$ cat config.mk
export PLATFORM = sky130hd
export DESIGN_NAME = accumulator_64bit
export DESIGN_NICKNAME = d
export VERILOG_FILES = /design/src/rtl/accumulator_64bit.sv
export SDC_FILE = /design/constraint.sdc
export NUM_CORES = 1
export LEC_CHECK = 0
export CORE_MARGIN = 2
export CORE_UTILIZATION = 45
export DETAILED_ROUTE_END_ITERATION = 8
export PLACE_DENSITY = 0.77
export SYNTH_ARGS = -nofsm -noshare
export SYNTH_HDL_FRONTEND = slang
export SYNTH_SLANG_ARGS = --single-unit
$ cat constraint.sdc
create_clock -name clk -period 6.2 [get_ports clk]
set_clock_uncertainty 0.1 [all_clocks]
set_input_delay 0.62 -clock clk [delete_from_list [all_inputs] [get_ports clk]]
set_output_delay 0.62 -clock clk [all_outputs]
set_load 0.1 [all_outputs]
$ cat src/rtl/accumulator_64bit.sv
// ---------------------------------------------------------------------------
// accumulator_64bit
//
// Registered 64-bit accumulator. Each accepted command feeds the current
// accumulator value and the operand into one full_adder_64bit instance. The
// result is committed with optional signed saturation and is presented,
// together with its flags, through a single-entry valid/ready output stage.
//
// Ports
//   clk          single clock, rising edge
//   rst          synchronous active-high reset
//   in_valid     command valid
//   in_ready     command can be accepted this cycle
//   in_op        00 ADD, 01 SUB, 10 LOAD, 11 CLEAR
//   in_data      64-bit operand
//   in_cin       carry-in for ADD (ignored for other ops)
//   sat_en       saturation enable, sampled on accept
//   sticky_clr   clears sticky_ovf (independent of accept)
//   acc_out      committed accumulator value
//   cout_flag    adder carry-out of the last accepted command
//   ovf_flag     adder signed overflow of the last accepted command
//   sat_flag     last committed result was saturated
//   sticky_ovf   overflow seen since last clear
//   op_count     accepted command count, wrapping
//   out_valid    result/flags valid
//   out_ready    consumer accepts result
//
// Output stage FSM
//   state   | meaning
//   --------+-------------------------------------------------------
//   S_EMPTY | no result held, out_valid = 0
//   S_FULL  | result held, out_valid = 1; replaced on same-cycle accept
// ---------------------------------------------------------------------------

// Plain 64-bit adder with carry-out and two's-complement overflow.
module full_adder_64bit (
    input  logic [63:0] a,
    input  logic [63:0] b,
    input  logic        cin,
    output logic [63:0] sum,
    output logic        cout,
    output logic        overflow
);
    logic [64:0] sum_full;

    assign sum_full = {1'b0, a} + {1'b0, b} + {64'd0, cin};
    assign sum      = sum_full[63:0];
    assign cout     = sum_full[64];
    // Overflow when both operands share a sign and the sum's sign differs.
    assign overflow = (a[63] == b[63]) && (sum_full[63] != a[63]);
endmodule

module accumulator_64bit #(
    parameter logic SAT_DEFAULT = 1'b0,
    parameter int   CNT_W       = 16
) (
    input  logic             clk,
    input  logic             rst,
    input  logic             in_valid,
    output logic             in_ready,
    input  logic [1:0]       in_op,
    input  logic [63:0]      in_data,
    input  logic             in_cin,
    input  logic             sat_en,
    input  logic             sticky_clr,
    output logic [63:0]      acc_out,
    output logic             cout_flag,
    output logic             ovf_flag,
    output logic             sat_flag,
    output logic             sticky_ovf,
    output logic [CNT_W-1:0] op_count,
    output logic             out_valid,
    input  logic             out_ready
);

    localparam logic [63:0] SAT_MAX = 64'h7FFF_FFFF_FFFF_FFFF;
    localparam logic [63:0] SAT_MIN = 64'h8000_0000_0000_0000;

    typedef enum logic [1:0] {
        OP_ADD   = 2'b00,
        OP_SUB   = 2'b01,
        OP_LOAD  = 2'b10,
        OP_CLEAR = 2'b11
    } op_e;

    typedef enum logic {
        S_EMPTY = 1'b0,
        S_FULL  = 1'b1
    } state_e;

    state_e           state_q, state_d;
    logic [63:0]      acc_q, acc_d;
    logic             cout_q, cout_d;
    logic             ovf_q, ovf_d;
    logic             sat_q, sat_d;
    logic             sticky_q, sticky_d;
    logic [CNT_W-1:0] cnt_q, cnt_d;
    logic             sat_mode_q, sat_mode_d;

    op_e              op;
    logic             accept;
    logic [63:0]      add_b;
    logic             add_cin;
    logic [63:0]      add_sum;
    logic             add_cout;
    logic             add_ovf;

    assign op     = op_e'(in_op);
    assign accept = in_valid && in_ready;

    // ------------------------------------------------------------------
    // Output-stage FSM
    // ------------------------------------------------------------------
    always_ff @(posedge clk) begin
        if (rst) begin
            state_q <= S_EMPTY;
        end else begin
            state_q <= state_d;
        end
    end

    always_comb begin
        state_d   = state_q;
        out_valid = 1'b0;
        in_ready  = 1'b1;
        case (state_q)
            S_EMPTY: begin
                out_valid = 1'b0;
                in_ready  = 1'b1;
                if (accept) begin
                    state_d = S_FULL;
                end
            end
            S_FULL: begin
                out_valid = 1'b1;
                // A same-cycle drain and accept keeps the stage full with
                // the new result, so there is no bubble under continuous flow.
                in_ready  = out_ready;
                if (out_ready && !accept) begin
                    state_d = S_EMPTY;
                end
            end
            default: begin
                state_d = S_EMPTY;
            end
        endcase
    end

    // ------------------------------------------------------------------
    // Adder operand selection: SUB is acc + ~data + 1.
    // ------------------------------------------------------------------
    always_comb begin
        add_b   = in_data;
        add_cin = in_cin;
        if (op == OP_SUB) begin
            add_b   = ~in_data;
            add_cin = 1'b1;
        end
    end

    full_adder_64bit u_adder (
        .a        (acc_q),
        .b        (add_b),
        .cin      (add_cin),
        .sum      (add_sum),
        .cout     (add_cout),
        .overflow (add_ovf)
    );

    // ------------------------------------------------------------------
    // Commit logic: every field updates on the same accepting edge.
    // ------------------------------------------------------------------
    always_comb begin
        acc_d      = acc_q;
        cout_d     = cout_q;
        ovf_d      = ovf_q;
        sat_d      = sat_q;
        sticky_d   = sticky_q;
        cnt_d      = cnt_q;
        sat_mode_d = sat_mode_q;

        if (sticky_clr) begin
            sticky_d = 1'b0;
        end

        if (accept) begin
            cnt_d      = cnt_q + CNT_W'(1);
            sat_mode_d = sat_en;
            case (op)
                OP_ADD, OP_SUB: begin
                    cout_d = add_cout;
                    ovf_d  = add_ovf;
                    if (add_ovf) begin
                        // Overflow sets sticky even if sticky_clr is high.
                        sticky_d = 1'b1;
                    end
                    if (sat_mode_d && add_ovf) begin
                        // Overflow implies the true result has the sign of
                        // the old accumulator, so it picks the clamp direction.
                        acc_d = acc_q[63] ? SAT_MIN : SAT_MAX;
                        sat_d = 1'b1;
                    end else begin
                        acc_d = add_sum;
                        sat_d = 1'b0;
                    end
                end
                OP_LOAD: begin
                    acc_d  = in_data;
                    cout_d = 1'b0;
                    ovf_d  = 1'b0;
                    sat_d  = 1'b0;
                end
                OP_CLEAR: begin
                    acc_d    = 64'd0;
                    cout_d   = 1'b0;
                    ovf_d    = 1'b0;
                    sat_d    = 1'b0;
                    sticky_d = 1'b0;
                end
                default: begin
                    acc_d = acc_q;
                end
            endcase
        end
    end

    always_ff @(posedge clk) begin
        if (rst) begin
            acc_q      <= 64'd0;
            cout_q     <= 1'b0;
            ovf_q      <= 1'b0;
            sat_q      <= 1'b0;
            sticky_q   <= 1'b0;
            cnt_q      <= '0;
            sat_mode_q <= SAT_DEFAULT;
        end else begin
            acc_q      <= acc_d;
            cout_q     <= cout_d;
            ovf_q      <= ovf_d;
            sat_q      <= sat_d;
            sticky_q   <= sticky_d;
            cnt_q      <= cnt_d;
            sat_mode_q <= sat_mode_d;
        end
    end

    assign acc_out    = acc_q;
    assign cout_flag  = cout_q;
    assign ovf_flag   = ovf_q;
    assign sat_flag   = sat_q;
    assign sticky_ovf = sticky_q;
    assign op_count   = cnt_q;

endmodule

==> summary.txt <==
Pwr
  – Lkg Pwr: 4.16 nW
  – Psw: 0.00129 W
  – Part of the power in registers: 23.8%
  – Tot Pwr: 0.00270 W
  – Internal power: 0.00141 W
  – Sw Ratio: 47.9%
  – PD cells: 257 mW/mm²
  – Clk network pwr share: 21.5%
  – Worst vdd rail ir drop: 160 µV
  – Part of the power in combinational logic: 54.7%

Clocking
  – CTS hold repair buffers: 0
  – Post-CTS resize count: 0
  – H-tree depth: 3
  – Max Root-Sink Buffers: 2
  – CTS tree: done
  – Post-CTS setup buffer count: 0
  – Clock slew at reported path FFs: 0.07 ns
  – Root Buffer: clkbuf_16
  – Clk sink count: 85
  – TritonCTS Buffers: 9
  – Clk_lat worst skew: 0.37 ns

Timing
  – Relative slew slack: 29.3%
  – Max Fclk: 187 MHz
  – Final min period: 5.36 ns
  – Final period util: 86.4%
  – Final setup vio count: 0
  – Final Hold Viols: 0
  – RSZ-0062 raised after global routing: false
  – Fin. max-slew vios: 0
  – Setup TNS: 0 ns
  – Least-Margin Pin Slew: 1.06 ns

Synthesis
  – Gate Count Post-Synth: 1157
  – EDFF count, synth: 0
  – Sequential-to-total area share from yosys stat: 20.1%
  – Yosys cell types: 73
  – Syn Nets: 1296
  – Post-synth ARST share: 0%
  – Yosys warns: 0
  – Mean post-synth cell area: 7.33 µm²
  – Post-Syn Area: 0.00848 mm²
  – Main synth FF type: dfxtp_1
  – Yosys reg bits: 85

Critical path
  – Critical path type: in -> reg
  – CP Data Required Time: 6.31 ns
  – Worst Path Max Fanout: 18
  – Slowest CP cell: clkdlybuf4s50_1
  – CP Data Arrival Time: 5.47 ns
  – Worst Setup End Kind: register
  – CP Cell Sequence: clkdlybuf4s50_1, inv_2, nand2_4, buf_4, xnor2_1, ha_1, a21oi_1, o21ai_0, a21oi_1, o21ai_0, a211o_1, nor3_2, nor2_1, nand2_1, o221ai_1
  – Worst path bufs/invs: 3
  – CP delay by family, top: compound AO/OA/AOI/OAI gates
  – Startpoint Class: primary input
  – Largest incremental delay on the critical path: 0.64 ns

Global routing
  – First-pass GRT wire length: 45.9 mm
  – Largest net degree at the start of global routing: 87
  – Initial antenna violation count: 0
  – GRT Total Usage: 28.2%
  – Vias in the first global route: 8999
  – Grt ovf: 0

Routing
  – Final wirelength: 28.5 mm
  – Post-DR wirelength/cell: 18.9 µm
  – DR vias: 9228
  – Via density: 6.14
  – Initial drt markers: 737
  – Initial DRT Pass Iterations: 6
  – # DRC: 0
  – DRT antenna net count: 0

Placed design
  – Number of I/O port buffers: 158
  – Detail Placement HPWL: 21.2 mm
  – Placer Congestion: 0.995
  – Post-Place Cells: 1488
  – DP Area: 0.0102 mm²

Floorplan
  – Core ar.: 0.0186 mm²
  – Die ar.: 0.0200 mm²
  – Die X: 141 µm
  – # rows: 50
  – Die Ht: 141 µm
  – I/O Pins: 159
  – Starting Density: 45.6%

Layout
  – Design area: 0.0105 mm²
  – Ratio of cells with drive above 1 in the final layout: 4.49%
  – # diodes: 0
  – Post-route insts no fill: 1503
  – P&R area growth vs syn: 23.7%
  – # fillers: 1734
  – Nets: 1404

Outcome
  – Status: finished, final reports clean

Worst hold path
  – HP Class: reg -> reg

Run
  – Max-cap viol count: 0
-- final timing paths --
kind / from / endpoint / slack (ns) / cells after the start
hold reg to reg: ovf_flag / ovf_flag / 0.37 / 2
setup / recovery: in_op[1] / acc_out[56] / 0.84 / 15
setup reg to reg: acc_out[0] / acc_out[30] / 2.22 / 13
hold / removal: ovf_flag / ovf_flag / 0.37 / 2
-- worst min-delay path, stage by stage (launching register included) --
cell     delay [ns]
dfxtp_1        0.32
nand2_1        0.05
a21oi_1        0.06
-- power by group through the flow --
stage	clock network [W]	logic, W	registers [W]
2_1_floorplan	0	0.000758	0.000983
3_3_place_gp	0	0.00144	0.000652
3_5_place_dp	0	0.00145	0.000652
4_1_cts	0.000586	0.00146	0.000640
5_1_grt	0.000609	0.00159	0.000646
6_report	0.000580	0.00148	0.000641
-- layout by cell type, fill, tap and decap left out, drive strengths merged, types with 3 or more instances in the layout --
master,n
a211o,3
a211oi,13
a21boi,4
a21o,22
a21oi,172
a221oi,16
a22oi,3
a31o,3
a31oi,7
and2,6
and3,43
and4,3
buf,16
clkbuf,9
clkdlybuf4s50,157
dfxtp,85
ha,64
inv,30
nand2,85
nand2b,10
nand3,17
nand3b,6
nand4,35
nor2,102
nor2b,10
nor3,30
nor4,4
o211ai,10
o21a,9
o21ai,56
o21bai,19
o221ai,15
o22ai,21
o31ai,5
or2,4
or3,13
xnor2,91
xor2,36
-- final cells by class --
class	count	area, µm²	share of cell area (%)
clock buffer	9	225	2.15
clock inverter	6	71.3	0.680
inverter	27	101	0.966
multi-input combinational	969	6400	61.0
sequential	85	1700	16.2
tap	234	293	2.79
timing repair buffer	173	1700	16.2
-- sequential cells by signal, indices dropped and copies added, names as in the netlist, named ones only --
signal,count
acc_out,63
op_count,16
cout_flag,1
ovf_flag,1
sat_flag,1
state_q,1
sticky_ovf,1
-- per-stage QoR --
step | util [%] | setup WS [ns] | hold slack (ns)
2_1_floorplan | - | 1.52 | 0.649
3_3_place_gp | 54.9 | 0.688 | 0.363
3_5_place_dp | 54.9 | 0.521 | 0.360
4_1_cts | 56.5 | 0.885 | 0.370
5_1_grt | 56.5 | 0.346 | 0.402
6_report | 56.5 | 0.843 | 0.374
-- routing by layer --
layer / share of wire [%] / track usage (%) / wire [µm]
met1: 44 / 37.4 / 12500
met2: 46 / 45.8 / 13000
met3: 7.1 / 5.03 / 2020
met4: 3.5 / 11.1 / 987
met5: 0 / 0 / 0
-- synthesized netlist by cell type, drive strengths merged (15+ instances only) --
library cell	instances	area (µm²)
o22ai	21	131
a21o	22	165
o21bai	19	146
nand4	35	231
o221ai	15	131
nand3	17	85.1
a221oi	16	140
o21ai	56	288
nor2	102	383
clkbuf	66	248
ha	64	801
xor2	36	315
dfxtp	85	1700
nor3	30	160
a21oi	172	865
nand2	85	319
inv	27	101
and3	43	269
xnor2	91	797
-- logic make-up after synthesis --
| family | after synthesis | synth area share (%) |
|---|---|---|
| AND/OR/NAND/NOR | 374 | 22.0 |
| buffers and inverters | 103 | 4.74 |
| adder cells (fa/ha/maj) | 66 | 9.91 |
| multiplexers | 3 | 0.369 |
| XOR/XNOR | 127 | 13.1 |
| flip-flops | 85 | 20.1 |
| AO/OA/AOI/OAI | 399 | 29.8 |
Power figures use the tool's default switching activity.
